<file path="src/rtl/gb_apu_pkg.sv">
// Shared APU constants: length-field widths used when instantiating
// gb_apu_function_length in each sound channel.
package gb_apu_pkg;

  // Square and noise channels have a 6-bit length field, wave has 8 bits.
  localparam int LENGTH_WIDTH_PULSE = 6;
  localparam int LENGTH_WIDTH_NOISE = 6;
  localparam int LENGTH_WIDTH_WAVE  = 8;

endpackage

</file>
<file path="src/rtl/gb_apu_up_counter_ovf.sv">
// WIDTH-bit loadable up-counter with an overflow pulse.
// load has priority over inc. ovf is high in the cycle where an accepted
// increment carries out of the top bit, which is when the count wraps to 0.
module gb_apu_up_counter_ovf
  import gb_apu_pkg::*;
#(
  parameter int WIDTH = LENGTH_WIDTH_PULSE
) (
  input  logic             clk,
  input  logic             reset,
  input  logic             load,
  input  logic [WIDTH-1:0] load_value,
  input  logic             inc,
  output logic [WIDTH-1:0] count,
  output logic             ovf
);

  logic [WIDTH-1:0] count_reg;
  logic [WIDTH-1:0] count_next;
  logic [WIDTH-1:0] sum;
  logic [WIDTH:0]   carry;

  // Increment-by-one as an explicit ripple chain so the carry out is a
  // named signal that directly flags the wrap.
  assign carry[0] = 1'b1;
  generate
    for (genvar gi = 0; gi < WIDTH; gi++) begin : g_inc
      assign sum[gi]      = count_reg[gi] ^ carry[gi];
      assign carry[gi+1]  = count_reg[gi] & carry[gi];
    end
  endgenerate

  // Next-count selection: load wins, otherwise increment when asked.
  always_comb begin
    count_next = count_reg;
    if (load) begin
      count_next = load_value;
    end else if (inc) begin
      count_next = sum;
    end
  end

  // Counter register with asynchronous clear.
  always_ff @(posedge clk or posedge reset) begin
    if (reset) begin
      count_reg <= '0;
    end else begin
      count_reg <= count_next;
    end
  end

  assign count = count_reg;
  assign ovf   = inc & ~load & carry[WIDTH];

endmodule

</file>
<file path="src/rtl/gb_apu_function_length.sv">
// Length timer for one APU sound channel.
// A trigger loads the initial length and enables the channel; while
// length-enable mode is set, each frame-sequencer tick advances the counter
// and the tick that wraps it past all-ones silences the channel.
// Optional: define GB_APU_LENGTH_ASSERT_EN to compile behavioural assertions.
module gb_apu_function_length
  import gb_apu_pkg::*;
#(
  parameter int WIDTH = LENGTH_WIDTH_PULSE
) (
  input  logic             clk,
  input  logic             reset,
  input  logic             clk_length_ctr,
  input  logic             start,
  input  logic             single,
  input  logic [WIDTH-1:0] length,
  output logic             enable
);

  logic             enable_reg;
  logic             enable_next;
  logic             tick_accept;
  logic [WIDTH-1:0] count;
  logic             ovf;

  // A tick only counts when not overridden by a trigger, in length-enable
  // mode, and while the channel is still running. An expired channel
  // therefore ignores ticks and the counter rests at 0 until retriggered.
  assign tick_accept = clk_length_ctr & ~start & single & enable_reg;

  gb_apu_up_counter_ovf #(
    .WIDTH (WIDTH)
  ) u_counter (
    .clk        (clk),
    .reset      (reset),
    .load       (start),
    .load_value (length),
    .inc        (tick_accept),
    .count      (count),
    .ovf        (ovf)
  );

  // Enable flag: set by trigger, cleared by the wrapping tick.
  always_comb begin
    enable_next = enable_reg;
    if (start) begin
      enable_next = 1'b1;
    end else if (ovf) begin
      enable_next = 1'b0;
    end
  end

  // Registered channel enable with asynchronous clear.
  always_ff @(posedge clk or posedge reset) begin
    if (reset) begin
      enable_reg <= 1'b0;
    end else begin
      enable_reg <= enable_next;
    end
  end

  assign enable = enable_reg;

`ifdef GB_APU_LENGTH_ASSERT_EN
  // The channel can only become audible as the result of a trigger.
  a_rise_after_start : assert property (
    @(posedge clk) disable iff (reset)
      $rose(enable_reg) |-> $past(start)
  );

  // With length-enable mode off and no trigger, the counter is frozen.
  a_hold_when_not_single : assert property (
    @(posedge clk) disable iff (reset)
      (!single && !start) |=> $stable(count)
  );

  // The channel only goes silent on a tick taken from the all-ones count.
  a_fall_on_expiry : assert property (
    @(posedge clk) disable iff (reset)
      $fell(enable_reg) |-> $past(clk_length_ctr && !start && (count == '1))
  );
`endif

endmodule

</file>
<file path="config.mk">
export PLATFORM = sky130hd
export DESIGN_NAME = gb_apu_function_length
export DESIGN_NICKNAME = d
export VERILOG_FILES = /design/src/rtl/gb_apu_pkg.sv /design/src/rtl/gb_apu_up_counter_ovf.sv /design/src/rtl/gb_apu_function_length.sv
export SDC_FILE = /design/constraint.sdc
export NUM_CORES = 1
export LEC_CHECK = 0
export CAP_MARGIN = 20
export CELL_PAD_IN_SITES_DETAIL_PLACEMENT = 1
export CELL_PAD_IN_SITES_GLOBAL_PLACEMENT = 2
export CORE_MARGIN = 3
export CORE_UTILIZATION = 24
export CTS_CLUSTER_DIAMETER = 60
export CTS_CLUSTER_SIZE = 12
export DETAILED_ROUTE_END_ITERATION = 7
export GPL_TIMING_DRIVEN = 0
export PLACE_DENSITY = 0.67
export SYNTH_ARGS = -nofsm -noshare
export SYNTH_HDL_FRONTEND = slang
export SYNTH_SLANG_ARGS = --single-unit
</file>
<file path="constraint.sdc">
create_clock -name clk -period 1.6 [get_ports clk]
set_input_delay 0.16 -clock clk [delete_from_list [all_inputs] [get_ports clk]]
set_output_delay 0.16 -clock clk [all_outputs]
set_load 0.1 [all_outputs]
</file>
[Word-level counts from Yosys, hierarchy flattened]
Cells that the tools add are included.
Storage, ports and cells
  flip-flop bits (word level): 7
  input port bits: 11
  output and inout bits: 1
Cells by class
  muxes and demuxes: 4
  bitwise gates (word level): 17
  reductions and logical operators: 2
Operator list (number)
  6-bit 2-to-1 mux: 2
  1-bit AND: 10
  1-bit XOR: 5
  2-bit nonzero test: 2
  1-bit 2-to-1 mux: 2
  1-bit inverter: 2

[Logic depth before layout (Yosys ltp)]
  word-level depth: 8
  gate-level depth with buffers: 7
  gate-level depth less buffers: 7

[By module]
Synthesis repeated with hierarchy kept, for this count alone.
Second synthesis, totals
  cells, all modules: 38
  area total of the unflattened synthesis: 405.4 um^2
Modules (own cells, without submodules)
  gb_apu_up_counter_ovf: times used 1, cells an instance 33, area an instance 354.1 um^2, sequential area each 150.1 um^2
  gb_apu_function_length: times used 1, cells an instance 5, area an instance 51.3 um^2, sequential area each 25.0 um^2

[Least setup slack after synthesis]
Ideal clock, no wire load.
  path kind: reg2reg
  start: register u_counter.count_reg[0], in the netlist u_counter.count[0]
  end: register u_counter.count_reg[5], in the netlist u_counter.count[5]
  library setup time: 135 ps
  arrival time: 1506 ps
  required time: 1465 ps
  path slack: -41 ps
  stages on the path, launching flop included: 8
  period minus slack after synthesis: 1641 ps
  cells stage by stage: dfrtp_1 -> ha_1 -> ha_1 -> ha_1 -> ha_1 -> ha_1 -> mux2i_1 -> o21ai_0
On the way
  longest elaborated chain between the ends: 7
RTL lines
  start, declared: line gb_apu_up_counter_ovf.sv:18  | logic [WIDTH-1:0] count_reg;
  start signal, assigned: line gb_apu_up_counter_ovf.sv:48  | count_reg <= count_next;
  1-bit AND (4 in series): line gb_apu_up_counter_ovf.sv:29  | assign carry[gi+1] = count_reg[gi] & carry[gi];
  1-bit XOR: line gb_apu_up_counter_ovf.sv:28  | assign sum[gi] = count_reg[gi] ^ carry[gi];
  6-bit 2-to-1 mux: line gb_apu_up_counter_ovf.sv:38  | end else if (inc) begin
  6-bit 2-to-1 mux: line gb_apu_up_counter_ovf.sv:36  | if (load) begin
Every way passes these cells. The select of a mux whose other input is x is not followed.
A chain may end at the register's enable or synchronous reset.

[Worst setup path after layout]
  start: register u_counter.count_reg[1], in the netlist u_counter.count[1]
  end: register u_counter.count_reg[5], in the netlist u_counter.count[5]
Same word-level chain as after synthesis.

==> impl_metrics.csv <==
group,metric,value,unit
clock_network,cts.sinks,7,
logic_synthesis,synth_area,404.1,µm²
worst_setup_path,crit_arrival,1.72,ns
grt,grt.total_usage,10.29,%
timing,finalHoldViolCount,0,
grt,grt_pass1_wl,1476,µm
worst_setup_path,path_max_fanout,2,
detailed_routing,wl_per_cell,14.33,µm
clock_network,cts_tree,"done",
timing,slew_headroom,63.96,%
detailed_routing,drtIter0Drc,3,
detailed_routing,antenna_left,0,
logic_synthesis,yosysUniqueCellTypes,12,
floorplanning,initial_utilization,26.22,%
timing,fin_crit_sh,98.66,%
logic_synthesis,synth.largest_area_cell,"dfrtp_1",
detailed_routing,highest_layer,"met4",
clock_network,clock_latency,0.26,ns
cells_and_area,finalNetCount,68,
logic_synthesis,synth_seq_cells,7,
clock_network,cts-root-buf,"clkbuf_4",
power,leakage,0.2511,nW
detailed_routing,routed_wl,960,µm
logic_synthesis,avgSynthCellArea,11.23,µm²
placement,dp_hpwl,688.3,µm
grt,antenna_found_initial,0,
power,finalPower,0.0005360,W
power,switching_share,29.23,%
worst_setup_path,required,1.74,ns
cells_and_area,mostFrequentLayoutCells,"9 x clkdlybuf4s50_1, 7 x dfrtp_1, 6 x nand2_1",
timing,hold_ws,0.1401,ns
cells_and_area,area_delta_synth_final,51.39,%
power,p_per_area,876.1,nW/µm²
placement,post-place-ws,-0.1423,ns
floorplanning,fp.dieW,47.04,µm
placement,io_buffer_count,10,
status,status,"completed",
floorplanning,fp.dieArea,2212,µm²
logic_synthesis,yosys_warnings,0,
timing,min_period,1.579,ns
logic_synthesis,synthTopCellsByArea,"dfrtp_1 43%, ha_1 15%, mux2i_1 12%",
grt,grt_max_degree,11,
worst_setup_path,critPathLaunch,"u_counter.count[1]$_DFFE_PP0P_",
logic_synthesis,ys_seq_area_share,43.34,%
worst_setup_path,startpoint_type,"register",
cells_and_area,layout-drive-gt1-share,25.49,%
timing,grt_setup_unrepaired,"true",
power,p_comb_share,25.0,%
floorplanning,die_h,47.04,µm
timing,skew,0.0006842,ns
detailed_routing,vias_per_cell,4.866,
worst_setup_path,criticalPathCategory,"register to register",
clock_network,path_clk_slew,0.05,ns
detailed_routing,dr_wl_met3,76,µm
detailed_routing,via_count,326,
grt,overflow,0,
cells_and_area,nFillCells,176,
clock_network,numCtsBuffers,3,
power,power_switching,0.0001567,W
timing,fmax,0.6335,GHz
clock_network,htree_levels,1,
worst_setup_path,reg2reg_from,"u_counter.count[1]$_DFFE_PP0P_",
timing,worst_slew_pin_slew,0.5431,ns
detailed_routing,drc,0,
logic_synthesis,synthCells,36,
placement,place_congestion,0.6303,
floorplanning,core,1541,µm²
timing,final-setup-viol-count,0,
power,ir_drop,0.0004128,V
detailed_routing,wl_met2,510,µm
cells_and_area,largest_reg_flops,6,
detailed_routing,dr.pass1.iters,2,
cells_and_area,final_common_cell,"clkdlybuf4s50_1",
grt,grt_pass1_vias,359,
cells_and_area,antenna_cells,0,
floorplanning,pin_count,12,
timing,tns,0,ns
clock_network,clockBufferDepth,2,
power,p_int,0.0003793,W
logic_synthesis,syn_nets,52,
timing,drv_slew,0,
logic_synthesis,synth_top_area_share,43.34,%
detailed_routing,wl_met1,348,µm
timing,worst_slack,0.02140,ns
floorplanning,rows,14,
worst_setup_path,endpoint_kind,"register",
worst_hold_path,hold_path_class,"input pin to asynchronous set/reset pin",
power,seqPwrFrac,43.5,%
power,p_clk_share,31.6,%
flow_run,drv_cap,0,
metrics by stage:
step                util [%]  std cells  instance area, µm²
floorplan                  -         36               409.1
global placement       34.33         62               529.3
detailed placement     34.33         62               529.3
CTS                    39.20         66               604.3
global route           39.69         67               611.8
finish                 39.69         67               611.8
layer usage:
layer / global-route usage [%] / vias to the layer above
met1: 10.19 / 152
met3: 2.299 / 3
li1: - / 159
met5: 0 / -
met2: 18.97 / 12
met4: 6.630 / 0
final timing paths:
path,end,slack [ns],depth (start not counted)
setup / recovery,u_counter.count[5]$_DFFE_PP0P_,0.02,7
hold / removal,u_counter.count[5]$_DFFE_PP0P_,0.14,2
setup reg to reg,u_counter.count[5]$_DFFE_PP0P_,0.02,7
hold reg to reg,u_counter.count[1]$_DFFE_PP0P_,0.50,2
max in group asynchronous,u_counter.count[3]$_DFFE_PP0P_,1.24,2
min in group clk,u_counter.count[0]$_DFFE_PP0P_,0.16,2
kinds of logic (layout without fill, tap and decap cells):
| group | count (synthesis) | count (layout) | synth area share, % |
|---|---|---|---|
| and+or+nand+nor | 8 | 8 | 8.049 |
| muxes | 5 | 5 | 12.38 |
| xor gates and xnor gates | 1 | 1 | 2.168 |
| DFF | 7 | 7 | 43.34 |
| buffers and inverters | 2 | 17 | 3.714 |
| AOI/OAI and AO/OA | 8 | 8 | 14.86 |
| adders and majority gates | 5 | 5 | 15.48 |
worst max-delay path, cell delays in order (launching register included):
cell	delay, ns
dfrtp_1	0.38
ha_2	0.21
ha_4	0.17
ha_4	0.16
ha_4	0.15
ha_4	0.20
mux2i_1	0.12
o21ai_1	0.07
cells in the mapped netlist (all sizes together):
library cell	instances
a21o	1
a31oi	1
buf	1
dfrtp	7
ha	5
inv	1
mux2i	5
nand2	6
nand3	2
o21ai	6
xor2	1
area by class of cell:
class | count | area [µm²] | area share [%]
flip-flops and latches | 7 | 175.2 | 28.63
multi-input cells | 27 | 266.5 | 43.56
plain buffers | 1 | 11.26 | 1.840
repair buffers | 11 | 108.9 | 17.79
well taps | 16 | 20.02 | 3.272
inverters | 1 | 3.754 | 0.6135
clock buffers | 4 | 26.28 | 4.294
timing repair:
action,4_1_cts,5_1_grt
gates resized for setup,9,0
hold buffers,0,0
pin swaps,2,2
setup endpoints to repair,2,1
setup buffers,0,1
power groups by stage:
stage	clock [W]	combinational [W]	sequential, W
4_1_cts	0.000173	0.000131	0.000232
2_1_floorplan	0	0.0000661	0.000222
5_1_grt	0.000185	0.000153	0.000237
3_3_place_gp	0	0.000101	0.000224
6_report	0.000169	0.000134	0.000233
3_5_place_dp	0	0.000113	0.000226
No activity file was read; power rests on OpenSTA's default activity.
